File: src/rtl/uart_rx_frontend.sv
// UART receive front end: pin synchroniser, 16x oversampled frame recovery and FWFT byte FIFO.
// Define UART_RX_PARITY_EN for 8E1 frames with a sticky parity error flag (default is 8N1).
module uart_rx_frontend #(
  parameter int unsigned CLK_DIV    = 651,
  parameter int unsigned FIFO_DEPTH = 4
) (
  input  logic                        clk,
  input  logic                        reset,
  input  logic                        UART_RX,
  output logic [7:0]                  rx_data,
  output logic                        rx_valid,
  input  logic                        rx_ready,
  output logic [$clog2(FIFO_DEPTH):0] rx_count,
  output logic                        frame_err,
  output logic                        overrun,
  output logic                        parity_err,
  input  logic                        err_clr
);

  localparam int unsigned AW     = $clog2(FIFO_DEPTH);
  localparam logic [15:0] DivMax = 16'(CLK_DIV - 1);

`ifdef UART_RX_PARITY_EN
  typedef enum logic [2:0] {StIdle, StStart, StData, StParity, StStop, StBreakWait} state_e;
`else
  typedef enum logic [2:0] {StIdle, StStart, StData, StStop, StBreakWait} state_e;
`endif

  // Two-flop synchroniser, idle-high reset so no false start edge leaves reset.
  logic rx_meta_q, rx_s;

  always_ff @(posedge clk or negedge reset) begin
    if (!reset) begin
      rx_meta_q <= 1'b1;
      rx_s      <= 1'b1;
    end else begin
      rx_meta_q <= UART_RX;
      rx_s      <= rx_meta_q;
    end
  end

  // Oversample tick generator.
  logic [15:0] div_q;
  logic        tick;

  assign tick = (div_q == DivMax);

  always_ff @(posedge clk or negedge reset) begin
    if (!reset) begin
      div_q <= '0;
    end else if (tick) begin
      div_q <= '0;
    end else begin
      div_q <= div_q + 16'd1;
    end
  end

  // Frame recovery FSM.
  state_e      state_q, state_d;
  logic [3:0]  os_cnt_q, os_cnt_d;
  logic [2:0]  bit_idx_q, bit_idx_d;
  logic [7:0]  shreg_q, shreg_d;
  logic [1:0]  samp_q, samp_d;
  logic        vote;
  logic        push_req;
  logic        frame_set;
  logic        par_set;

  // Samples from the two previous ticks plus the live one form the 3-sample window.
  assign vote = (samp_q[1] & samp_q[0]) | (samp_q[1] & rx_s) | (samp_q[0] & rx_s);

  always_ff @(posedge clk or negedge reset) begin
    if (!reset) begin
      state_q   <= StIdle;
      os_cnt_q  <= '0;
      bit_idx_q <= '0;
      shreg_q   <= '0;
      samp_q    <= 2'b11;
    end else begin
      state_q   <= state_d;
      os_cnt_q  <= os_cnt_d;
      bit_idx_q <= bit_idx_d;
      shreg_q   <= shreg_d;
      samp_q    <= samp_d;
    end
  end

  always_comb begin
    state_d   = state_q;
    os_cnt_d  = os_cnt_q;
    bit_idx_d = bit_idx_q;
    shreg_d   = shreg_q;
    samp_d    = samp_q;
    push_req  = 1'b0;
    frame_set = 1'b0;
    par_set   = 1'b0;
    if (tick) begin
      samp_d = {samp_q[0], rx_s};
      if (state_q != StIdle) begin
        os_cnt_d = os_cnt_q + 4'd1;
      end
      unique case (state_q)
        StIdle: begin
          if (!rx_s) begin
            os_cnt_d = 4'd0;
            state_d  = StStart;
          end
        end
        StStart: begin
          if (os_cnt_q == 4'd9 && vote) begin
            state_d = StIdle;
          end else if (os_cnt_q == 4'd15) begin
            state_d   = StData;
            bit_idx_d = 3'd0;
          end
        end
        StData: begin
          if (os_cnt_q == 4'd9) begin
            shreg_d = {vote, shreg_q[7:1]};
          end
          if (os_cnt_q == 4'd15) begin
            bit_idx_d = bit_idx_q + 3'd1;
            if (bit_idx_q == 3'd7) begin
`ifdef UART_RX_PARITY_EN
              state_d = StParity;
`else
              state_d = StStop;
`endif
            end
          end
        end
`ifdef UART_RX_PARITY_EN
        StParity: begin
          if (os_cnt_q == 4'd9) begin
            par_set = (^shreg_q) ^ vote;
          end
          if (os_cnt_q == 4'd15) begin
            state_d = StStop;
          end
        end
`endif
        StStop: begin
          // Leave half a bit early so the next start edge is not missed.
          if (os_cnt_q == 4'd9) begin
            if (vote) begin
              push_req = 1'b1;
              state_d  = StIdle;
            end else begin
              frame_set = 1'b1;
              state_d   = StBreakWait;
            end
          end
        end
        StBreakWait: begin
          if (rx_s) begin
            state_d = StIdle;
          end
        end
        default: state_d = StIdle;
      endcase
    end
  end

  // First-word-fall-through FIFO with one extra pointer bit for full/empty.
  logic [7:0]  mem_q [FIFO_DEPTH];
  logic [AW:0] wptr_q, rptr_q;
  logic        full, pop, push, overrun_set;

  assign rx_valid    = (wptr_q != rptr_q);
  assign full        = (wptr_q[AW-1:0] == rptr_q[AW-1:0]) && (wptr_q[AW] != rptr_q[AW]);
  assign pop         = rx_valid && rx_ready;
  assign push        = push_req && (!full || pop);
  assign overrun_set = push_req && full && !pop;
  assign rx_count    = wptr_q - rptr_q;
  assign rx_data     = mem_q[rptr_q[AW-1:0]];

  always_ff @(posedge clk or negedge reset) begin
    if (!reset) begin
      wptr_q <= '0;
      rptr_q <= '0;
      for (int i = 0; i < FIFO_DEPTH; i++) begin
        mem_q[i] <= '0;
      end
    end else begin
      if (push) begin
        mem_q[wptr_q[AW-1:0]] <= shreg_q;
        wptr_q                <= wptr_q + 1'b1;
      end
      if (pop) begin
        rptr_q <= rptr_q + 1'b1;
      end
    end
  end

  // Sticky flags: a set event in the same cycle as err_clr wins.
  logic frame_err_q, overrun_q;

  always_ff @(posedge clk or negedge reset) begin
    if (!reset) begin
      frame_err_q <= 1'b0;
      overrun_q   <= 1'b0;
    end else begin
      frame_err_q <= frame_set | (frame_err_q & ~err_clr);
      overrun_q   <= overrun_set | (overrun_q & ~err_clr);
    end
  end

  assign frame_err = frame_err_q;
  assign overrun   = overrun_q;

`ifdef UART_RX_PARITY_EN
  logic parity_err_q;

  always_ff @(posedge clk or negedge reset) begin
    if (!reset) begin
      parity_err_q <= 1'b0;
    end else begin
      parity_err_q <= par_set | (parity_err_q & ~err_clr);
    end
  end

  assign parity_err = parity_err_q;
`else
  assign parity_err = 1'b0;
`endif

endmodule

File: config.mk
export PLATFORM = sky130hd
export DESIGN_NAME = uart_rx_frontend
export DESIGN_NICKNAME = d
export VERILOG_FILES = /design/src/rtl/uart_rx_frontend.sv
export SDC_FILE = /design/constraint.sdc
export NUM_CORES = 1
export LEC_CHECK = 0
export CAP_MARGIN = 40
export CORE_MARGIN = 4
export CORE_UTILIZATION = 50
export CTS_BUF_LIST = sky130_fd_sc_hd__clkbuf_8
export DETAILED_ROUTE_END_ITERATION = 16
export GPL_ROUTABILITY_DRIVEN = 1
export GPL_TIMING_DRIVEN = 0
export PLACE_DENSITY = 0.68
export SYNTH_ARGS = -nofsm -noshare
export SYNTH_HDL_FRONTEND = slang
export SYNTH_SLANG_ARGS = --single-unit
File: constraint.sdc
create_clock -name clk -period 3 [get_ports clk]
set_clock_uncertainty 0.15 [all_clocks]
set_input_delay 0.9 -clock clk [delete_from_list [all_inputs] [get_ports clk]]
set_output_delay 0.9 -clock clk [all_outputs]
set_load 0.01 [all_outputs]
### After elaboration in Yosys (flattened, before gate mapping)

Cells that the tools add are included.

* $add $sub $neg: 6
* order comparisons: 3
* equal/unequal tests: 19
* mux-type cells: 31
* bitwise operators: 12
* reduce and logical (&&, ||, !) cells: 16

Operators by type and width (count)
* 2-to-1 mux 3 bit: 11
* bitwise mux 32 bit: 1
* 2-to-1 mux 8 bit: 3
* adder 16 x 1 -> 16 bit (second input constant): 1
* binary-select mux 8 bit (select 2 bit): 1
* demux 8 bit (select 2 bit): 1
* equality test 16 x 10 -> 1 bit (second input constant): 1
* 2-to-1 mux 16 bit: 1
* case mux 3 bit (5 select lines): 1
* != test 2 bit (second input constant): 7
* 2-to-1 mux 4 bit: 3
* adder 3 x 1 -> 3 bit (second input constant): 3
* equality test 4 bit (second input constant): 2
* 2-to-1 mux 1 bit: 8
* logical AND 1 bit: 7
* AND reduction 7 bit: 1
* equality test 3 x 2 -> 1 bit (second input constant): 2
* equality test 3 bit (second input constant): 2
* greater-or-equal comparator 3 bit (second input constant): 2
* NOT 2 -> 3 bit: 2
* case mux 3 bit (2 select lines): 1
* AND 1 bit: 5
* AND reduction 5 bit: 1
* adder 4 x 1 -> 4 bit (second input constant): 1
* other kinds (15): 19

* bits in registers: 78
* output and inout bits: 15
* logic and storage cells: 103

### Logic depth before layout (Yosys ltp)

Gate-level depths: netlist of the first run.

* word-level depth: 10
* gate-level depth with buffers: 8

### Least setup slack after synthesis of the first run

No wires, ideal clock.

* kind: reg2out
* from: register rptr_q[0]
* to: output rx_data[0]
* arrival: 1.425 ns
* data required time: 1.950 ns
* path slack: 0.525 ns
* cell stages (with the launch flop): 3
* path buffers: 1
* cells stage by stage: dfrtp_1 > clkbuf_1 > mux4_2

* word-level cells in the longest chain between the ends: 4

RTL lines
* start: declaration: RTL line 166 `logic [AW:0] wptr_q, rptr_q;`
* start signal: assignment: RTL line 190 `rptr_q <= rptr_q + 1'b1;`
* NOT 2 -> 3 bit (not written as such): RTL line 175 `assign rx_data = mem_q[rptr_q[AW-1:0]];`
* binary-select mux 8 bit (select 2 bit): RTL line 175
* 2-to-1 mux 8 bit (not written as such) (2 in series): RTL line 175
* end: declaration: RTL line 10 `output logic [7:0] rx_data,`

Every way passes these cells. The select of a mux whose other input is x is not followed.

### Worst setup path after layout of the first run

* from: register wptr_q[0]
* to: output rx_count[2]

* word-level cells in the longest chain between the ends: 1

RTL lines
* start: declaration: RTL line 166
* start signal: assignment: RTL line 187 `wptr_q <= wptr_q + 1'b1;`
* subtractor 3 bit: RTL line 174 `assign rx_count = wptr_q - rptr_q;`
* end: declaration: RTL line 13 `output logic [$clog2(FIFO_DEPTH):0] rx_count,`

Every way passes these cells.

==> flow_summary.json, run 1 <==
{
  "min_period_over_period_pct": 95.09,
  "initial_core_util_pct": 52.05,
  "vias": 2275,
  "dieArea_um2": 9137,
  "synthesis.nets": 308,
  "die_x_um": 95.59,
  "cp-endpoint": "rx_count[2]",
  "startpoint": "wptr_q[0]$_DFFE_PN0P_",
  "htree_levels": 3,
  "rrSetupSlack_ns": 0.63,
  "die_y_um": 95.59,
  "worstMarginPinSlew_ns": 0.5441,
  "pwr-share-clk_pct": 46.1,
  "worstRegToRegCells": 8,
  "syn_area_um2": 3836,
  "fin_util_pct": 60.29,
  "cp-end-kind": "output port",
  "ios": 20,
  "hold_viol_final": 0,
  "grt_overflow": 0,
  "p_seq_share_pct": 52.3,
  "root_buffer": "clkbuf_8",
  "drt-total-wl_mm": 6.676,
  "final_layout_size_suffix_gt1_share_pct": 29.36,
  "required_ns": 1.95,
  "grt_util_all_layers_pct": 16.94,
  "power.density_nw_per_um2": 453.5,
  "met3_usage_pct": 2.841,
  "p_int_mw": 1.610,
  "crit_type": "register to output port",
  "reg2reg_to": "mem_q[1]$_DFFE_PN0P_",
  "cts.sinks": 78,
  "gp_congestion": 0.8070,
  "placed_area_um2": 4165,
  "synthCells": 289,
  "cts_hold_buf": 0,
  "drv_cap": 0,
  "yosysWarningCount": 0,
  "antenna_found_initial": 0,
  "num_rows": 31,
  "final_common_cell": "dfrtp_1",
  "ys_types": 44,
  "synth.ff_latch_count": 78,
  "numCtsBuffers": 9,
  "grt_pass1_vias": 2361,
  "layout_common_cells": "dfrtp_1, mux2_2, nand2_1",
  "place_inst": 407,
  "synth.area.top_cells": "dfrtp_1, mux2_2, mux4_2",
  "drc": 0,
  "rsz0062_at_grt": "no",
  "max_freq_ghz": 0.3506,
  "status": "completed",
  "p_leak_nw": 2.169,
  "swShare_pct": 20.08,
  "tritoncts": "built",
  "clk_pin_slew_ns": 0.08,
  "final_cells": 426,
  "cp_data_arrival_time_ns": 1.80,
  "port_buffers": 18,
  "combPwrFrac_pct": 1.6,
  "pre_cts_slack_ns": -0.2043,
  "vias_per_cell": 5.340,
  "fin_crit_ns": 2.853,
  "crit_path_start_kind": "register",
  "design_area_um2": 4443,
  "synth_top_area_share_pct": 48.27,
  "synth_top_cell_by_area": "dfrtp_1",
  "syn_area_per_cell_um2": 13.27,
  "met2_usage_pct": 25.48,
  "layout_setup_ws_ns": 0.1474,
  "post_drt_wl_per_cell_um": 15.67,
  "max-slew-margin-rel_pct": 63.45,
  "irDropWorstVdd_uv": 349.8,
  "met1_usage_pct": 23.98,
  "crit_fanout": 3,
  "hp-class": "register to register",
  "grt-busiest-layer": "met2",
  "power.switching_mw": 0.4047,
  "setup_viol": 0,
  "grt_pass1_wl_mm": 11.65,
  "antenna_cells": 0,
  "dp.final_hpwl_mm": 4.513,
  "clk_path_buf_depth": 2,
  "crit-reg2reg-launch": "rptr_q[1]$_DFFE_PN0P_",
  "drtPass1Iterations": 4,
  "fin_nets": 341,
  "drtIter0Drc": 100,
  "drv_slew": 0,
  "core-area_um2": 7370,
  "clkLatencyLatePin_ns": 0.35,
  "syn_to_final_growth_pct": 15.82,
  "grt_max_degree": 61,
  "ant_nets": 0,
  "fillCellCount": 592,
  "ys_seq_area_share_pct": 51.01
}
-- worst min-delay path by stage --
stage / from / endpoint / slack (ns) / cells after the start
2_1_floorplan: rx_meta_q$_DFF_PN1_ / rx_s$_DFF_PN1_ / 0.20 / 0
3_3_place_gp: rx_meta_q$_DFF_PN1_ / rx_s$_DFF_PN1_ / 0.20 / 0
3_5_place_dp: rx_meta_q$_DFF_PN1_ / rx_s$_DFF_PN1_ / 0.20 / 0
4_1_cts: rx_meta_q$_DFF_PN1_ / rx_s$_DFF_PN1_ / 0.21 / 0
5_1_grt: rx_meta_q$_DFF_PN1_ / rx_s$_DFF_PN1_ / 0.22 / 0
6_report: rx_meta_q$_DFF_PN1_ / rx_s$_DFF_PN1_ / 0.21 / 0
-- cells by family after synthesis --
kind of cell             synth area share (%)
AND/OR/NAND/NOR                         14.42
flip-flops                              51.01
multiplexers                            18.33
buffers and inverters                   3.164
XOR/XNOR                                5.023
adder cells (fa/ha/maj)                 5.023
AO/OA/AOI/OAI                           2.935
other                                 0.09775
-- routing by layer --
| layer | vias to the layer above | routed length, um |
|---|---|---|
| li1 | 1084 | - |
| met1 | 1146 | 3334 |
| met2 | 33 | 3019 |
| met3 | 12 | 173 |
| met4 | 0 | 148 |
| met5 | - | 0 |
-- timing repair --
| action | CTS | global route |
|---|---|---|
| hold endpoints to repair | 0 | 0 |
| setup buffers | 3 | 0 |
| endpoints found under the setup margin | 11 | 0 |
| resized for setup | 18 | 0 |
-- synth_stat cells (all sizes together) --
library cell	number
and3	5
dfstp	4
clkbuf	4
o32ai	1
mux4	8
xnor2	17
and3b	1
o2bb2ai	2
o41ai	1
nand2	22
or4	1
a21o	3
and4	3
o31a	1
nand2b	1
ha	13
and2	1
inv	13
maj3	1
buf	8
nand3	12
mux2i	2
nor2	11
a21oi	3
or3	1
o22ai	1
nor2b	3
fa	1
o31ai	2
dfrtp	74
nor4b	5
nand4	8
a311o	1
xor2	5
mux2	43
nor3	5
nor3b	1
conb	1
-- registers in the layout, indices dropped and copies added (netlist names) --
| register | cells |
|---|---|
| frame_err | 1 |
| rptr_q | 3 |
| os_cnt_q | 4 |
| mem_q | 32 |
| shreg_q | 8 |
| div_q | 16 |
| samp_q | 2 |
| rx_s | 1 |
| wptr_q | 3 |
| bit_idx_q | 3 |
| rx_meta_q | 1 |
| overrun | 1 |
| state_q | 3 |
-- critical path: stages (launching register included) --
cell           delay (ns)
dfrtp_1              0.36
inv_1                0.08
ha_1                 0.21
fa_1                 0.38
xnor2_1              0.15
dlygate4sd2_1        0.28
-- layout make-up --
class	instances	area (um2)	area share, %
Sequential cell	78	1957	44.04
Multi-Input combinational cell	186	1758	39.57
Timing Repair Buffer	22	214.0	4.816
Clock buffer	9	123.9	2.788
Tap cell	99	123.9	2.788
Clock inverter	7	113.9	2.563
Buffer	12	103.9	2.337
Inverter	13	48.80	1.098
-- through the flow --
step / setup TNS [ns] / total power [mW] / hold WS (ns)
detailed placement: -1.591 / 1.109 / 0.2037
global placement: -143.67 / 1.105 / 0.2035
finish: 0 / 2.015 / 0.2138
global route: 0 / 2.089 / 0.2177
CTS: 0 / 2.043 / 0.2148
floorplan: 0 / 1.077 / 0.1952
-- power groups by stage --
| stage | Combinational, mW | Sequential, mW | Clock [mW] |
|---|---|---|---|
| after floorplan | 0.00244 | 1.07 | 0 |
| after global placement | 0.0293 | 1.08 | 0 |
| after detailed placement | 0.0338 | 1.07 | 0 |
| after CTS | 0.0339 | 1.05 | 0.955 |
| after global routing | 0.0369 | 1.05 | 0.998 |
| final | 0.0317 | 1.05 | 0.929 |
Power figures use the tool's default switching activity.
==> run 2, diff against run 1 <==
--- a/config.mk
+++ b/config.mk
@@ -7,12 +7,11 @@
 export LEC_CHECK = 0
 export CAP_MARGIN = 40
 export CORE_MARGIN = 4
-export CORE_UTILIZATION = 50
+export CORE_UTILIZATION = 45
 export CTS_BUF_LIST = sky130_fd_sc_hd__clkbuf_8
 export DETAILED_ROUTE_END_ITERATION = 16
 export GPL_ROUTABILITY_DRIVEN = 1
 export GPL_TIMING_DRIVEN = 0
-export PLACE_DENSITY = 0.68
 export SYNTH_ARGS = -nofsm -noshare
 export SYNTH_HDL_FRONTEND = slang
 export SYNTH_SLANG_ARGS = --single-unit
==> run 2 against run 1 <==
Final area is 0.87% lower. Global-route usage is 2.1 points lower. Sequential share of layout area is 0.39 points higher. Critical endpoint unchanged. Largest cell class unchanged.
==> flow_summary.json, run 2 (synthesis results as in run 1) <==
{
  "status": "completed",
  "max-slew-margin-rel_pct": 59.12,
  "core-area_um2": 8258,
  "worstRegToRegCells": 8,
  "clkLatencyLatePin_ns": 0.35,
  "cp_data_arrival_time_ns": 1.80,
  "drtIter0Drc": 62,
  "drv_cap": 0,
  "max_freq_ghz": 0.3505,
  "final_cells": 431,
  "power.density_nw_per_um2": 419.4,
  "worstMarginPinSlew_ns": 0.6086,
  "fillCellCount": 725,
  "ios": 20,
  "gp_congestion": 0.7931,
  "setup_viol": 0,
  "whs_path_depth": 0,
  "initial_core_util_pct": 46.45,
  "place_inst": 413,
  "crit_type": "register to output port",
  "tritoncts": "built",
  "cp-end-kind": "output port",
  "syn_to_final_growth_pct": 14.81,
  "dieArea_um2": 10070,
  "clk_path_buf_depth": 2,
  "antenna_found_initial": 0,
  "dp.final_hpwl_mm": 4.359,
  "rsz0062_at_grt": "no",
  "root_buffer": "clkbuf_8",
  "numCtsBuffers": 9,
  "drtPass1Iterations": 4,
  "drv_slew": 0,
  "min_period_over_period_pct": 95.11,
  "min-delay-start": "rx_meta_q$_DFF_PN1_",
  "timing.hold.ws_ns": 0.2107,
  "final_common_cell": "dfrtp_1",
  "rrSetupSlack_ns": 0.67,
  "grt_max_degree": 46,
  "hold_end": "rx_s$_DFF_PN1_",
  "top_regs": "mem_q: 32 flops, div_q: 16 flops, shreg_q: 8 flops",
  "layout_common_cells": "dfrtp_1, mux2_2, nand2_1",
  "total_power_mw": 1.847,
  "crit_path_start_kind": "register",
  "fin_crit_ns": 2.853,
  "reg2reg_to": "mem_q[0]$_DFFE_PN0P_",
  "drc": 0,
  "grt_overflow": 0,
  "grt_util_all_layers_pct": 14.82,
  "ant_nets": 0,
  "crit_fanout": 3,
  "grt_pass1_vias": 2371,
  "grt_pass1_wl_mm": 11.67,
  "clk_pin_slew_ns": 0.08,
  "p_leak_nw": 2.158,
  "required_ns": 1.95,
  "port_buffers": 18,
  "vias": 2261,
  "num_rows": 33,
  "hold_viol_final": 0,
  "fin_nets": 341,
  "die_y_um": 100.3,
  "hp-class": "register to register",
  "largest_reg_flops": 32,
  "cts.sinks": 78,
  "htree_levels": 3,
  "cts_hold_buf": 0,
  "crit-reg2reg-launch": "rptr_q[1]$_DFFE_PN0P_",
  "regMostFlops": "mem_q",
  "vias_per_cell": 5.246,
  "final_layout_size_suffix_gt1_share_pct": 29.45,
  "irDropWorstVdd_uv": 178.9,
  "antenna_cells": 0,
  "drt-total-wl_mm": 6.491,
  "die_x_um": 100.3,
  "post_drt_wl_per_cell_um": 15.06
}
==> run 2: stage by stage <==
step | setup slack (ns) | instance area, um2 | TNS [ns] | utilization [%]
after floorplan | 0.5254 | 3836 | 0 | -
after CTS | 0.003503 | 4402 | 0 | 53.30
after detailed placement | -0.1913 | 4173 | -1.477 | 50.53
after global routing | 0.01507 | 4404 | 0 | 53.33
after global placement | -1.929 | 4148 | -147.87 | 50.23
final | 0.1468 | 4404 | 0 | 53.33
==> run 2: cell type report <==
cell class,instances,area [um2],share of cell area (%)
Inverter,13,48.80,1.108
Clock buffer,9,123.9,2.813
Multi-Input combinational cell,186,1758,39.91
Timing Repair Buffer,22,217.7,4.943
Sequential cell,78,1957,44.43
Clock inverter,6,63.81,1.449
Buffer,12,103.9,2.358
Tap cell,105,131.4,2.983
==> run 2: timing repair <==
action / CTS / global route
setup endpoints to repair: 11 / 1
setup buffers: 3 / 0
resized for setup: 17 / 1
==> run 2: layer usage <==
metal / share of wire [%] / vias to the layer above / track usage [%] / routed length (um)
met1: 49 / 1136 / 20.99 / 3200
met3: 2.8 / 10 / 2.780 / 182
met4: 1.8 / 0 / 7.150 / 117
met5: 0 / - / 0 / 0
met2: 46 / 30 / 21.92 / 2990
li1: - / 1085 / - / -
==> run 2: worst max-delay path by stage <==
stage	from	endpoint	slack (ns)
2_1_floorplan	rptr_q[0]$_DFFE_PN0P_	rx_data[0]	0.53
3_3_place_gp	reset	wptr_q[2]$_DFFE_PN0P_	-1.93
3_5_place_dp	rptr_q[0]$_DFFE_PN0P_	rx_data[7]	-0.19
4_1_cts	rptr_q[1]$_DFFE_PN0P_	rx_valid	0.004
5_1_grt	wptr_q[0]$_DFFE_PN0P_	rx_count[2]	0.02
6_report	wptr_q[0]$_DFFE_PN0P_	rx_count[2]	0.15
==> run 2: worst max-delay path, stage by stage, from the launching register on <==
cell and delay [ns]:
dfrtp_1 0.37, inv_1 0.08, ha_1 0.21, fa_1 0.38, xnor2_1 0.15, dlygate4sd2_1 0.28
==> run 2: report_power, final <==
part	leakage, nW	internal [mW]	switching [mW]	total [mW]
sequential	1.06	1.05	0.00119	1.05
combinational	1.01	0.00948	0.0223	0.0318
clock	0.0911	0.378	0.383	0.761
total	2.16	1.44	0.407	1.85
